### src/rtl/mem_access.sv
// Memory-access stage: latches execute outputs, runs the req/ack data-memory
// handshake, aligns load/store byte lanes and registers the write-back bundle.
module mem_access (
  input  logic        clk,
  input  logic        rst,
  input  logic        stall_in,
  input  logic [31:0] ex_alu_result,
  input  logic [31:0] ex_mem_addr,
  input  logic [31:0] ex_store_data,
  input  logic [31:0] ex_inst,
  input  logic        ex_mem_read,
  input  logic        ex_mem_write,
  input  logic        ex_mem_to_reg,
  input  logic        ex_reg_write,
  input  logic [4:0]  ex_write_reg,
  output logic        dmem_req,
  output logic        dmem_we,
  output logic [31:0] dmem_addr,
  output logic [3:0]  dmem_be,
  output logic [31:0] dmem_wdata,
  input  logic        dmem_ack,
  input  logic [31:0] dmem_rdata,
  output logic        mem_stall,
  output logic [31:0] wb_result,
  output logic [4:0]  wb_write_reg,
  output logic        wb_reg_write,
  output logic [31:0] wb_inst,
  output logic        addr_err
);

  localparam logic [5:0] OP_LB  = 6'h20;
  localparam logic [5:0] OP_LH  = 6'h21;
  localparam logic [5:0] OP_LBU = 6'h24;
  localparam logic [5:0] OP_LHU = 6'h25;
  localparam logic [5:0] OP_SB  = 6'h28;
  localparam logic [5:0] OP_SH  = 6'h29;

  typedef enum logic [1:0] {IDLE, BUSY, DONE} state_t;

  state_t      state, state_nx;
  logic [31:0] alu_p1, addr_p1, sd_p1, inst_p1;
  logic        rd_p1, wr_p1, m2r_p1, rw_p1;
  logic [4:0]  wreg_p1;
  logic [31:0] rbuf;

  logic [5:0]  op;
  logic        is_byte, is_half, is_signed, memop, misalign, access, adv;
  logic [31:0] rdata_sel, result_p1;

  function automatic logic [31:0] load_align(input logic [31:0] word, input logic [1:0] off,
                                             input logic byte_op, input logic half_op,
                                             input logic sgn);
    logic [7:0]  b;
    logic [15:0] h;
    b = word[{off, 3'b000} +: 8];
    h = off[1] ? word[31:16] : word[15:0];
    if (byte_op)      return sgn ? {{24{b[7]}}, b} : {24'h0, b};
    else if (half_op) return sgn ? {{16{h[15]}}, h} : {16'h0, h};
    else              return word;
  endfunction

  function automatic logic [3:0] store_be(input logic [1:0] off, input logic byte_op,
                                          input logic half_op);
    if (byte_op)      return 4'b0001 << off;
    else if (half_op) return off[1] ? 4'b1100 : 4'b0011;
    else              return 4'b1111;
  endfunction

  function automatic logic [31:0] store_lanes(input logic [31:0] sd, input logic byte_op,
                                              input logic half_op);
    if (byte_op)      return {4{sd[7:0]}};
    else if (half_op) return {2{sd[15:0]}};
    else              return sd;
  endfunction

  always_comb begin
    op        = inst_p1[31:26];
    is_byte   = (op == OP_LB) || (op == OP_LBU) || (op == OP_SB);
    is_half   = (op == OP_LH) || (op == OP_LHU) || (op == OP_SH);
    is_signed = (op == OP_LB) || (op == OP_LH);
    memop     = rd_p1 | wr_p1;
    misalign  = memop & ((is_half & addr_p1[0]) | (~is_byte & ~is_half & (|addr_p1[1:0])));
    access    = memop & ~misalign;
  end

  always_ff @(posedge clk or posedge rst) begin
    if (rst) state <= IDLE;
    else     state <= state_nx;
  end

  always_comb begin
    state_nx = state;
    dmem_req = 1'b0;
    case (state)
      IDLE: if (access) begin
        dmem_req = 1'b1;
        if (dmem_ack) state_nx = stall_in ? DONE : IDLE;
        else          state_nx = BUSY;
      end
      BUSY: begin
        dmem_req = access;
        if (dmem_ack) state_nx = stall_in ? DONE : IDLE;
      end
      DONE: if (!stall_in) state_nx = IDLE;
      default: state_nx = IDLE;
    endcase
  end

  assign mem_stall  = dmem_req & ~dmem_ack;
  assign adv        = ~stall_in & ~mem_stall;
  assign dmem_we    = wr_p1;
  assign dmem_addr  = {addr_p1[31:2], 2'b00};
  assign dmem_be    = memop ? (wr_p1 ? store_be(addr_p1[1:0], is_byte, is_half) : 4'hF) : 4'h0;
  assign dmem_wdata = store_lanes(sd_p1, is_byte, is_half);
  assign rdata_sel  = (dmem_req & dmem_ack) ? dmem_rdata : rbuf;
  assign result_p1  = m2r_p1 ? load_align(rdata_sel, addr_p1[1:0], is_byte, is_half, is_signed)
                             : alu_p1;

  always_ff @(posedge clk or posedge rst) begin
    if (rst)                        rbuf <= '0;
    else if (dmem_req && dmem_ack)  rbuf <= dmem_rdata;
  end

  // EX -> M stage register
  always_ff @(posedge clk or posedge rst) begin
    if (rst) begin
      alu_p1  <= '0;
      addr_p1 <= '0;
      sd_p1   <= '0;
      inst_p1 <= '0;
      rd_p1   <= 1'b0;
      wr_p1   <= 1'b0;
      m2r_p1  <= 1'b0;
      rw_p1   <= 1'b0;
      wreg_p1 <= '0;
    end else if (adv) begin
      alu_p1  <= ex_alu_result;
      addr_p1 <= ex_mem_addr;
      sd_p1   <= ex_store_data;
      inst_p1 <= ex_inst;
      rd_p1   <= ex_mem_read;
      wr_p1   <= ex_mem_write;
      m2r_p1  <= ex_mem_to_reg;
      rw_p1   <= ex_reg_write;
      wreg_p1 <= ex_write_reg;
    end
  end

  // M -> W stage register; a memory wait without a downstream hold inserts a bubble
  always_ff @(posedge clk or posedge rst) begin
    if (rst) begin
      wb_result    <= '0;
      wb_write_reg <= '0;
      wb_reg_write <= 1'b0;
      wb_inst      <= '0;
      addr_err     <= 1'b0;
    end else if (adv) begin
      wb_result    <= result_p1;
      wb_write_reg <= wreg_p1;
      wb_reg_write <= rw_p1 & ~misalign;
      wb_inst      <= inst_p1;
      addr_err     <= misalign;
    end else if (!stall_in) begin
      wb_reg_write <= 1'b0;
      addr_err     <= 1'b0;
    end
  end

endmodule

### config.mk
export PLATFORM = sky130hd
export DESIGN_NAME = mem_access
export DESIGN_NICKNAME = d
export VERILOG_FILES = /design/src/rtl/mem_access.sv
export SDC_FILE = /design/constraint.sdc
export NUM_CORES = 1
export LEC_CHECK = 0
export BUFFER_PORTS_ARGS = -buffer_cell sky130_fd_sc_hd__clkbuf_2
export CORE_MARGIN = 2
export CORE_UTILIZATION = 40
export DETAILED_ROUTE_END_ITERATION = 7
export PLACE_DENSITY = 0.6
export SLEW_MARGIN = 20
export SYNTH_ARGS = -nofsm -noshare
export SYNTH_HDL_FRONTEND = slang
export SYNTH_SLANG_ARGS = --single-unit
### constraint.sdc
create_clock -name clk -period 8.1 [get_ports clk]
set_input_delay 0.405 -clock clk [delete_from_list [all_inputs] [get_ports clk]]
set_output_delay 0.405 -clock clk [all_outputs]
set_load 0.02 [all_outputs]
==> qor.csv <==
stage,metric,value,unit
outcome,status,finished with violations,
outcome,violations,hold timing,
clock_network,cts_setup_buffers,0,
synth,muxShareOfSynthArea,0.0512,
timing,setup_viol_count_final,0,
setup_path,rr_startpoint,inst_p1[26],
setup_path,worstPathArrival,4.50,ns
global_route,grt_first_pass_wirelength,47700,um
synth,synthCells,1224,
placed_design,hpwlAfterDp,20400,um
setup_path,path_max_fanout,96,
clock_network,cts_tree,done,
synth,synthTopCellsByArea,"dfrtp_1 56%, nand2_1 21%, buf_4 4.4%",
clock_network,clockBufferDepth,3,
timing,whs,-0.0231,ns
synth,syn_avg_cell_area,8.85,um2
detailed_routing,drtIter0Drc,648,
synth,syn_area,10800,um2
setup_path,ff2ff_path_depth,8,
timing,hold_viol_final,2,
setup_path,start_kind,register,
detailed_routing,drt_first_pass_iters,5,
synth,yosysTopAreaCell,dfrtp_1,
synth,synth_compound_gate_area_share,0.0771,
setup_path,worstPathRequired,8.53,ns
cells_and_area,diodes,0,
global_route,grt_usage,0.210,
detailed_routing,wire_per_inst,16.5,um
synth,yosys_warnings,0,
floorplan,ios,315,
setup_path,rr_endpoint,wb_result[20],
setup_path,crit_start,inst_p1[26],
floorplan,dieHeight,169,um
global_route,antenna_found_initial,4,
setup_path,crit_type,reg2reg,
synth,ys_top_cells_by_count,"592 x nand2_1, 242 x dfrtp_1, 68 x o21ai_0",
synth,ys_seq_elements,242,
cells_and_area,fin_util,0.491,
global_route,grt_pass1_vias,8799,
detailed_routing,routed_wl,30100,um
floorplan,die_w,169,um
setup_path,endpoint_kind,register,
detailed_routing,routed_via_density,4.87,
clock_network,path_clk_slew,0.06,ns
synth,synthAdderAreaFrac,0,
timing,max_freq,0.246,GHz
cells_and_area,area_growth,21.5,%
synth,yosys.area_share.simple,0.243,
synth,synth.most_common_cell,nand2_1,
power_and_ir_drop,vdd_drop_max,155,uV
detailed_routing,ant_nets,0,
power_and_ir_drop,power_density,325,nW/um2
clock_network,post_cts_resize_count,0,
timing,fin_crit,4.07,ns
timing,setup_tns,0,ns
timing,finClkSkew,0.0253,ns
placed_design,io_buffers,312,
clock_network,root_buffer,clkbuf_16,
setup_path,r2r_setup_slack,4.03,ns
cells_and_area,final_nets,1638,
detailed_routing,drc,0,
synth,synth-seq-area-share,0.559,
floorplan,core,26800,um2
clock_network,clk_latency,0.53,ns
power_and_ir_drop,leakagePower,0.00711,uW
detailed_routing,vias,8895,
timing,tightest_slew,1.14,ns
synth,synth-edff-count,0,
setup_path,cp-endpoint,wb_result[20],
timing,period_share,0.502,
clock_network,ctsHtreeMaxLevel,1,
timing,slew_violations,0,
run,max_cap_viol_count,0,
global_route,grt_max_degree,209,
synth,synth_top_area_frac,0.559,
global_route,gr-total-overflow,0,
synth,synthArstFlopShare,1.00,
synth,ys_types,44,
hold_path,worstHoldPathType,in2async,
cells_and_area,drive_gt1_frac,0.273,
timing,relSlewSlack,0.237,
floorplan,rows,60,
floorplan,dieArea,28400,um2
synth,synthXorXnorAreaFrac,0,
synth,synth_top_family_by_area,simple AND/OR/NAND/NOR gates,
synth,yosys_most_used_dff,dfrtp_1,
placed_design,gp_congestion,0.826,
timing,rsz0062_at_grt,false,
clock_network,numCtsBuffers,27,
clock_network,cts_hold_buf,0,
clock_network,cts_sinks,242,
floorplan,start_util,0.404,
==> worst max-delay path, stage by stage (launching register included) <==
cell and delay (ns):
dfrtp_1 0.69, a22o_2 0.41, o22a_2 0.25, nor4_1 0.63, or2_4 0.59, buf_4 0.83, or3_1 0.20, o21ai_0 0.08
a21oi_1 0.18
==> logic make-up (layout without fill, tap and decap cells) <==
kind of cell | count (synthesis) | count (layout)
other | 1 | 2
AOI/OAI and AO/OA | 140 | 140
muxes | 52 | 52
buffers and inverters | 128 | 388
DFF | 242 | 242
and+or+nand+nor | 661 | 661
==> how the worst min path moves through the flow <==
| stage | start | endpoint | slack, ns | cells past startpoint |
|---|---|---|---|---|
| floorplan | inst_p1[0] | wb_inst[0] | 0.44 | 2 |
| global placement | inst_p1[21] | wb_inst[21] | 0.44 | 2 |
| detailed placement | inst_p1[16] | wb_inst[16] | 0.45 | 2 |
| CTS | rst | addr_p1[29] | 0.02 | 2 |
| global route | rst | addr_p1[29] | 0.06 | 2 |
| finish | rst | addr_p1[29] | -0.02 | 2 |
==> cell type report <==
class | instances | area [um2]
inverters | 19 | 78.8
fillers | 2663 | 13600
clock buffers | 41 | 798
repair buffers | 320 | 1630
multi-input cells | 855 | 4050
well taps | 341 | 427
clock inverters | 8 | 125
flip-flops and latches | 242 | 6060
==> where the power goes <==
part / internal (uW) / switching (uW) / leakage (uW)
logic: 438 / 846 / 0.00371
registers: 1530 / 196 / 0.00295
clock network: 774 / 489 / 0.000456
total: 2740 / 1530 / 0.00711
==> per-stage QoR <==
step	power (uW)	hold WS [ns]	setup slack, ns	area (um2)	cells
2_1_floorplan	2610	0.439	1.05	10800	1225
3_3_place_gp	3010	0.444	4.15	12200	1777
3_5_place_dp	3040	0.449	4.08	12200	1777
4_1_cts	4320	0.0156	4.05	13200	1826
5_1_grt	4530	0.0559	3.68	13200	1826
6_report	4270	-0.0231	4.03	13200	1826
==> per-layer routing <==
| metal | part of all wire | track usage | vias to the layer above |
|---|---|---|---|
| met3 | 0.067 | 0.0484 | 52 |
| met4 | 0.022 | 0.0525 | 6 |
| met1 | 0.46 | 0.302 | 4234 |
| met2 | 0.45 | 0.323 | 245 |
| li1 | - | - | 4358 |
| met5 | 0.0015 | 0 | - |
==> placed cells by master, fill, tap and decap left out, types with 8 or more instances in the layout <==
cell type	count
a21oi_1	33
a221oi_1	8
clkbuf_16	27
clkbuf_2	312
dfrtp_1	242
inv_1	18
mux2_2	27
mux2i_1	25
nand2_1	592
nor2_1	19
nor3_1	9
nor4b_1	8
o21ai_0	68
or3_1	17
Note: power is estimated with default switching activity, not from simulation.
